### src/rtl/rename_reg_file_pkg.sv
// Shared defaults and types for the rename register file.
// Latency: n/a (declarations only).
// Backpressure: n/a; the design stalls solely through the global rdy enable.
package rename_reg_file_pkg;

  // Default widths; ROB tags must be wide enough to name every ROB entry.
  localparam int XLEN_DEF     = 32;
  localparam int REG_LOG_DEF  = 5;
  localparam int ROB_LOG_DEF  = 4;
  localparam int NUM_READ_DEF = 2;

  // Where a lookup's result comes from this cycle.
  typedef enum logic [1:0] {
    SRC_NONE    = 2'd0,  // no request on this port
    SRC_ARRAY   = 2'd1,  // architectural value is current
    SRC_BYPASS  = 2'd2,  // producer retires this very cycle
    SRC_PENDING = 2'd3   // still in flight, hand back the ROB tag
  } rd_src_e;

endpackage

### src/rtl/rrf_read_port.sv
// One operand lookup: picks array value, commit bypass, or pending ROB tag.
// Latency: purely combinational, 0 cycles.
// Backpressure: none; outputs are valid whenever valid_i is high.
module rrf_read_port
  import rename_reg_file_pkg::*;
#(
  parameter int XLEN    = XLEN_DEF,
  parameter int ROB_LOG = ROB_LOG_DEF
) (
  input  logic               valid_i,
  input  logic               idx_zero_i,
  input  logic [XLEN-1:0]    reg_value_i,
  input  logic [ROB_LOG-1:0] reg_tag_i,
  input  logic               reg_busy_i,
  input  logic               commit_valid_i,
  input  logic [ROB_LOG-1:0] commit_tag_i,
  input  logic [XLEN-1:0]    commit_value_i,
  output logic               ready_o,
  output logic [XLEN-1:0]    value_o,
  output logic [ROB_LOG-1:0] tag_o
);

  rd_src_e src;

  // Classify the lookup; x0 is never renamed so it always reads the array.
  always_comb begin
    src = SRC_NONE;
    if (!valid_i) begin
      src = SRC_NONE;
    end else if (idx_zero_i || !reg_busy_i) begin
      src = SRC_ARRAY;
    end else if (commit_valid_i && (commit_tag_i == reg_tag_i)) begin
      src = SRC_BYPASS;
    end else begin
      src = SRC_PENDING;
    end
  end

  // Drive every output in every case so nothing latches.
  always_comb begin
    ready_o = 1'b0;
    value_o = '0;
    tag_o   = '0;
    unique case (src)
      SRC_ARRAY: begin
        ready_o = 1'b1;
        value_o = idx_zero_i ? '0 : reg_value_i;
      end
      SRC_BYPASS: begin
        ready_o = 1'b1;
        value_o = commit_value_i;
      end
      SRC_PENDING: begin
        tag_o = reg_tag_i;
      end
      default: begin
        ready_o = 1'b0;
      end
    endcase
  end

endmodule

### src/rtl/rename_reg_file.sv
// Architectural register file with per-register ROB rename tags and busy bits.
// Latency: reads 0 cycles (with commit bypass); issue/commit/flush visible next cycle.
// Backpressure: none; rdy low freezes all state, reads still answer from held state.
module rename_reg_file
  import rename_reg_file_pkg::*;
#(
  parameter int XLEN     = XLEN_DEF,
  parameter int REG_LOG  = REG_LOG_DEF,
  parameter int ROB_LOG  = ROB_LOG_DEF,
  parameter int NUM_READ = NUM_READ_DEF
) (
  input  logic                        clk,
  input  logic                        rst,
  input  logic                        rdy,
  input  logic [NUM_READ-1:0]         rd_valid,
  input  logic [NUM_READ*REG_LOG-1:0] rd_idx,
  output logic [NUM_READ-1:0]         rd_ready,
  output logic [NUM_READ*XLEN-1:0]    rd_value,
  output logic [NUM_READ*ROB_LOG-1:0] rd_tag,
  input  logic                        issue_valid,
  input  logic [REG_LOG-1:0]          issue_dest,
  input  logic [ROB_LOG-1:0]          issue_tag,
  input  logic                        commit_valid,
  input  logic [REG_LOG-1:0]          commit_dest,
  input  logic [XLEN-1:0]             commit_value,
  input  logic [ROB_LOG-1:0]          commit_tag,
  input  logic                        flush
);

  localparam int NREG = 2 ** REG_LOG;

  logic [XLEN-1:0]    value_q [NREG];
  logic [XLEN-1:0]    value_d [NREG];
  logic [ROB_LOG-1:0] tag_q   [NREG];
  logic [ROB_LOG-1:0] tag_d   [NREG];
  logic [NREG-1:0]    busy_q;
  logic [NREG-1:0]    busy_d;

  logic commit_hit;
  logic issue_hit;

  assign commit_hit = commit_valid && (commit_dest != '0);
  assign issue_hit  = issue_valid && (issue_dest != '0) && !flush;

  // Next state: commit writes first, then flush or issue overrides the busy/tag.
  always_comb begin
    value_d = value_q;
    tag_d   = tag_q;
    busy_d  = busy_q;
    if (rdy) begin
      if (commit_hit) begin
        value_d[commit_dest] = commit_value;
        // Only the rename that produced this value may clear busy.
        if (busy_q[commit_dest] && (tag_q[commit_dest] == commit_tag)) begin
          busy_d[commit_dest] = 1'b0;
        end
      end
      if (flush) begin
        busy_d = '0;
      end else if (issue_hit) begin
        tag_d[issue_dest]  = issue_tag;
        busy_d[issue_dest] = 1'b1;
      end
    end
  end

  // State registers with synchronous reset that overrides rdy.
  always_ff @(posedge clk) begin
    if (rst) begin
      for (int r = 0; r < NREG; r++) begin
        value_q[r] <= '0;
        tag_q[r]   <= '0;
      end
      busy_q <= '0;
    end else begin
      value_q <= value_d;
      tag_q   <= tag_d;
      busy_q  <= busy_d;
    end
  end

  // One independent lookup per read port, all against pre-update state.
  for (genvar p = 0; p < NUM_READ; p++) begin : g_rd
    logic [REG_LOG-1:0] idx;
    assign idx = rd_idx[p*REG_LOG +: REG_LOG];

    rrf_read_port #(
      .XLEN    (XLEN),
      .ROB_LOG (ROB_LOG)
    ) u_port (
      .valid_i        (rd_valid[p]),
      .idx_zero_i     (idx == '0),
      .reg_value_i    (value_q[idx]),
      .reg_tag_i      (tag_q[idx]),
      .reg_busy_i     (busy_q[idx]),
      .commit_valid_i (commit_valid),
      .commit_tag_i   (commit_tag),
      .commit_value_i (commit_value),
      .ready_o        (rd_ready[p]),
      .value_o        (rd_value[p*XLEN +: XLEN]),
      .tag_o          (rd_tag[p*ROB_LOG +: ROB_LOG])
    );
  end

endmodule

### config.mk
export PLATFORM = sky130hd
export DESIGN_NAME = rename_reg_file
export DESIGN_NICKNAME = d
export VERILOG_FILES = /design/src/rtl/rename_reg_file_pkg.sv /design/src/rtl/rrf_read_port.sv /design/src/rtl/rename_reg_file.sv
export SDC_FILE = /design/constraint.sdc
export NUM_CORES = 2
export LEC_CHECK = 0
export CAP_MARGIN = 30
export CORE_MARGIN = 2
export CORE_UTILIZATION = 42
export CTS_CLUSTER_SIZE = 10
export DETAILED_ROUTE_END_ITERATION = 12
export GPL_TIMING_DRIVEN = 0
export PLACE_DENSITY_LB_ADDON = 0.2
export SLEW_MARGIN = 20
export SYNTH_ARGS = -nofsm -noshare
export SYNTH_HDL_FRONTEND = slang
export SYNTH_SLANG_ARGS = --single-unit
### constraint.sdc
create_clock -name clk -period 8.9 [get_ports clk]
set_clock_uncertainty 0.05 [all_clocks]
set_input_delay 1.78 -clock clk [delete_from_list [all_inputs] [get_ports clk]]
set_output_delay 1.78 -clock clk [all_outputs]
set_load 0.02 [all_outputs]
# Yosys cells after proc, flatten, opt, wreduce, memory -nomap -nowiden
# Cells that the tools add are included.
[word_totals]
ff_bits = 1184
in_bits = 68
output_inout_bits = 74
word_cells = 167
[op_classes]
order_cmp = 12
eq_ne = 9
n_mux = 50
bitwise = 8
reduce_logical = 23
[op_table]
columns = ["operator", "count"]
rows = [
  ["bitwise mux 1024 bit", 1],
  ["2-to-1 mux 32 bit", 12],
  ["binary-select mux 32 bit (select 5 bit)", 2],
  ["demux 32 bit (select 5 bit)", 1],
  ["bitwise mux 128 bit", 1],
  ["one-hot mux 32 bit (2 select lines)", 2],
  ["binary-select mux 4 bit (select 5 bit)", 3],
  ["2-to-1 mux 4 bit", 9],
  ["bitwise AND 32 bit", 1],
  ["inverter 32 bit", 1],
  ["OR 32 bit", 1],
  [">= comparator 6 bit (second input constant)", 4],
  ["less-than comparator 5 x 6 -> 1 bit (second input constant)", 4],
  ["inverter 5 -> 6 bit", 4],
  ["demux 4 bit (select 5 bit)", 1],
  ["binary-select mux 1 bit (select 5 bit)", 3],
  ["== test 4 bit", 3],
  ["less-than comparator 6 x 1 -> 1 bit (second input constant)", 2],
  ["demux 1 bit (select 5 bit)", 2],
  [">= comparator 5 x 1 -> 1 bit (second input constant)", 2],
  ["logical AND 1 bit", 10],
  ["zero test 5 bit", 2],
  ["nonzero test 5 bit", 2],
  ["2-to-1 mux 1 bit", 9],
  ["9 further kinds", 20],
]

# Longest topological paths before layout
[depth]
ltp_word = 12
mapped_depth = 13

# Hierarchy
# Synthesis repeated with hierarchy kept, for this count alone.
[unflattened]
cells_unflattened = 6744
area_unflattened_um2 = 63061.7
[modules_own_cells]
columns = ["mod", "instances", "cells_each", "area_each_um2"]
rows = [
  ["rename_reg_file", 1, 6488, 61260.0],
  ["rrf_read_port", 2, 128, 900.9],
]

# Least setup slack after synthesis
# OpenSTA, ideal clock, no wires.
[synth_timing]
path_type = "input-to-output"
startpoint = "in rd_idx[0]"
endpoint = "out rd_value[11]"
t_arrival_ns = 4.307
required_ns = 7.070
slack_ns = 2.763
path_stages = 10
path_buffers = 6
cell_sequence = "buf_4 -> buf_4 -> buf_4 -> buf_2 -> buf_2 -> buf_2 -> mux4_2 -> a221oi_1 -> o21ai_0 -> a32o_1"
[synth_via]
elab_chain_len = 11
[synth_lines]
columns = ["item", "line", "rtl"]
rows = [
  ["start, declared", "rename_reg_file.sv:16", "input logic [NUM_READ*REG_LOG-1:0] rd_idx,"],
  ["inverter 5 -> 6 bit (not written as such)", "rename_reg_file.sv:93, rename_reg_file.sv:94", ""],
  ["binary-select mux 4 bit (select 5 bit)", "rename_reg_file.sv:94", ".reg_tag_i (tag_q[idx]),"],
  ["2-to-1 mux 4 bit (not written as such) (2 in a row)", "rename_reg_file.sv:94", ""],
  ["== test 4 bit", "rrf_read_port.sv:32", "end else if (commit_valid_i && (commit_tag_i == reg_tag_i)) begin"],
  ["logical AND 1 bit", "rrf_read_port.sv:32", ""],
  ["2-to-1 mux 1 bit", "rrf_read_port.sv:32", ""],
  ["2-to-1 mux 2 bit", "rrf_read_port.sv:30", "end else if (idx_zero_i || !reg_busy_i) begin"],
  ["2-to-1 mux 2 bit", "rrf_read_port.sv:28", "if (!valid_i) begin"],
  ["== test 2 bit or == test 2 x 1 -> 1 bit (tied branches)", "rrf_read_port.sv:44", "unique case (src)"],
  ["one-hot mux 32 bit (2 select lines) *", "rrf_read_port.sv:44", ""],
  ["end, declared", "rename_reg_file.sv:18", "output logic [NUM_READ*XLEN-1:0] rd_value,"],
]
# Every way passes the cells marked *; elsewhere a longest branch is shown, timed or not. The select of a mux whose other input is x is not followed.

# Worst setup path after layout
[layout_timing]
startpoint = "in rd_idx[1]"
endpoint = "out rd_value[0]"
# Same word-level chain as after synthesis.

==> summary.md <==
| Metric | Value |
|---|---|
| DRT antenna net count | 0 |
| Vias per cell | 6.85 |
| Crit path arrival time | 7.38 ns |
| Max-cap violations | 0 |
| Number of H-tree levels | 4 |
| Final HPWL DP | 286000 microns |
| Mapped Avg Cell Area | 8.83 sq um |
| CP max FO | 10 |
| Failing checks | setup timing |
| R2R Setup Slk | 5.39 ns |
| Final WL | 374000 microns |
| Die width | 390 microns |
| Fin crit share | 1.03 |
| CTS tree | yes |
| Initial DRT Pass Iterations | 7 |
| Crit path required time | 7.07 ns |
| Post-Syn Area | 0.0626 sq mm |
| Register area share after synthesis | 0.379 |
| Final hold slack | 0.416 ns |
| Drc violations | 0 |
| Setup CP Type | in -> out |
| Post-CTS Setup Bufs | 0 |
| Cells on worst reg2reg path | 7 |
| Core area | 0.148 sq mm |
| Total GRT Usage | 0.477 |
| FF/Latch Area | 0.0237 sq mm |
| CTS Buf Count | 146 |
| Delay-heaviest family, CP | buffers and inverters |
| Global-route wire length before repair | 494000 microns |
| CTS sink cnt | 1184 |
| CP dominant cell by count | buf_2 |
| Area Overhead vs Synth | 14.7% |
| Antenna violations before repair | 33 |
| Clock slew at reported path FFs | 0.06 ns |
| Min cycle time layout | 9.21 ns |
| Slowest stage delay, CP | 0.95 ns |
| Fmax | 109 MHz |
| Syn Inst Count | 7087 |
| DIE HEIGHT | 390 microns |
| CP Launch Point | rd_idx[1] |
| RD Place Congestion | 1.15 |
| Die area | 0.152 sq mm |
| Clock Latency Late Sink | 0.84 ns |
| EDFF count, synth | 0 |
| Peak VDD IR | 0.213 mV |
| Slew Limit Fails | 0 |
| Final setup margin | -0.306 ns |
| Critical-path cell list | buf_2, buf_2, buf_2, buf_2, buf_1, buf_1, buf_6, mux4_2, a211oi_1, a21oi_1, a32o_1, clkdlybuf4s50_1 |
| Pleak | 23.3 nW |
| Slowest-stage cell, CP | a211oi_1 |
| HP Class | reg -> reg |
| IO Pins | 142 |
| Vias | 64800 |
| Grt total ovfl | 0 |
| WP buf/inv | 8 |
| Setup_tns | -3.18 ns |
| Reg2Reg Launch Point | tag_q[72]$_SDFFE_PP0P_ |
| Critical path endpoint | rd_value[0] |
| Tot Pwr | 12.7 mW |
| Worst Tran Pin Value | 1.29 ns |
| Commonest cells after routing, fill and taps aside | nand2_1 (2156), dfxtp_1 (1184), a21oi_1 (1112) |
| Vias in the first global route | 58300 |
| Synth warn | 0 |
| Synth Flop Type | dfxtp_1 |
| Register bit total from synthesis | 1184 |
| Layout cells sized above 1 | 0.144 |
| Fillcell total | 14500 |
| Initial DRC count | 11400 |
| Crit. End Element | output pin |
| Asr flop ratio synth | 0 |
| Final Cell Area | 0.0718 sq mm |
| CTS max path bufs | 3 |
| Placed cell count | 9178 |
| # setup viols final | 26 |
| Mapped Nets | 7155 |
| DP Area | 0.0669 sq mm |
| Routed wire length per instance | 39.6 microns |
| # rows | 141 |
| Port Buffers | 99 |
| Rel. slew slack | 0.132 |
| Non-filler cells, final | 9456 |
| CP Depth | 12 |
| Largest net degree at the start of global routing | 17 |
| RSZ-0062 raised after global routing | false |
| Hold path depth | 2 |
| Netlist cell types | 74 |
| Commonest non-fill, non-tap cell in the layout | nand2_1 |
| Root Driver | clkbuf_16 |
| Status | complete, but fails checks |
| Worst setup SP type | input pin |
| Power per Cell Area | 177 mW/mm^2 |
| Final hold violations | 0 |
| Multi-input logic area | 0.0359 sq mm |
| Initial Utilization | 0.423 |
| Nets | 7479 |
| R2R Path End | busy_q[28]$_SDFFE_PP0P_ |
routing by layer:
layer / global-route usage / share of wire / vias up
li1: - / - / 25800
met1: 0.577 / 0.35 / 31900
met2: 0.644 / 0.39 / 5640
met3: 0.237 / 0.16 / 1414
met4: 0.359 / 0.093 / 28
met5: 0.00574 / 0.0013 / -
where the power goes:
| group | switching, mW | internal, mW | total [mW] |
|---|---|---|---|
| clock | 2.59 | 3.38 | 5.97 |
| sequential | 0.0182 | 5.32 | 5.34 |
| combinational | 1.10 | 0.335 | 1.43 |
tightest hold or removal path: stages (launching register included):
cell	delay, ns
dfxtp_1	0.31
nand2_1	0.05
a21oi_1	0.05
worst min-delay path by stage:
stage / start / slack, ns / endpoint
3_5_place_dp: value_q[1]$_SDFFE_PP0P_ / 0.41 / value_q[1]$_SDFFE_PP0P_
5_1_grt: value_q[310]$_SDFFE_PP0P_ / 0.43 / value_q[310]$_SDFFE_PP0P_
2_1_floorplan: value_q[160]$_SDFFE_PP0P_ / 0.39 / value_q[160]$_SDFFE_PP0P_
3_3_place_gp: value_q[50]$_SDFFE_PP0P_ / 0.40 / value_q[50]$_SDFFE_PP0P_
6_report: value_q[45]$_SDFFE_PP0P_ / 0.42 / value_q[45]$_SDFFE_PP0P_
4_1_cts: value_q[316]$_SDFFE_PP0P_ / 0.41 / value_q[316]$_SDFFE_PP0P_
synth_stat cells, drive strengths merged, types with 6 or more instances:
master  instances  area (sq um)
nand2        2156          8090
dfxtp        1184         23700
a21oi        1112          5570
clkbuf        589          2210
mux4          517         11600
mux2i         374          3740
buf           176           906
o21ai         157           790
nor2          155           582
o22ai          87           551
mux2           71           800
o221ai         67           587
a221oi         49           429
nor2b          45           282
nand2b         40           250
a32o           33           330
o211ai         32           240
a211oi         26           205
nand3          25           125
o32ai          20           183
a22o           12           105
nor3           10          55.1
o22a           10          87.6
a221o           9          90.1
and3            9          56.3
nor4            9          83.8
nand4           8          56.3
a22oi           7          52.6
a31oi           7          43.8
and2            7          43.8
nand3b          7          65.1
o32a            6          60.1
or3             6          37.5
sequential cells by signal (all words and copies together), names as in the netlist:
name     cells
value_q   1024
busy_q      32
tag_q      128
per-stage QoR:
stage                     utilization  worst slack [ns]
after floorplan                     -              2.76
after global placement          0.446             -1.60
after detailed placement        0.453            -0.502
after CTS                       0.483            0.0396
after global routing            0.485            0.0112
final                           0.486            -0.306
final cells by class:
cell class	instances	area share
multi-input cells	5133	0.500
diodes	42	0.00146
inverters	5	0.000261
clock buffers	198	0.0565
flip-flops and latches	1184	0.330
plain buffers	764	0.0445
well taps	1930	0.0336
clock inverters	23	0.00645
repair buffers	177	0.0272
what timing repair did:
item,4_1_cts,5_1_grt
resized for setup,2,17
hold buffers,0,0
hold endpoints to repair,0,0
cloned,0,0
endpoints found under the setup margin,10,12
cell families (layout without fill, tap and decap cells):
family,count (synthesis),count (layout),share of synthesized area
other,0,42,0
flip-flops,1184,1184,0.379
AO/OA/AOI/OAI,1658,1658,0.152
buffers and inverters,770,1167,0.0501
AND/OR/NAND/NOR,2509,2509,0.160
multiplexers,962,962,0.259
XOR/XNOR,4,4,0.000560
Note: power is estimated with default switching activity, not from simulation.
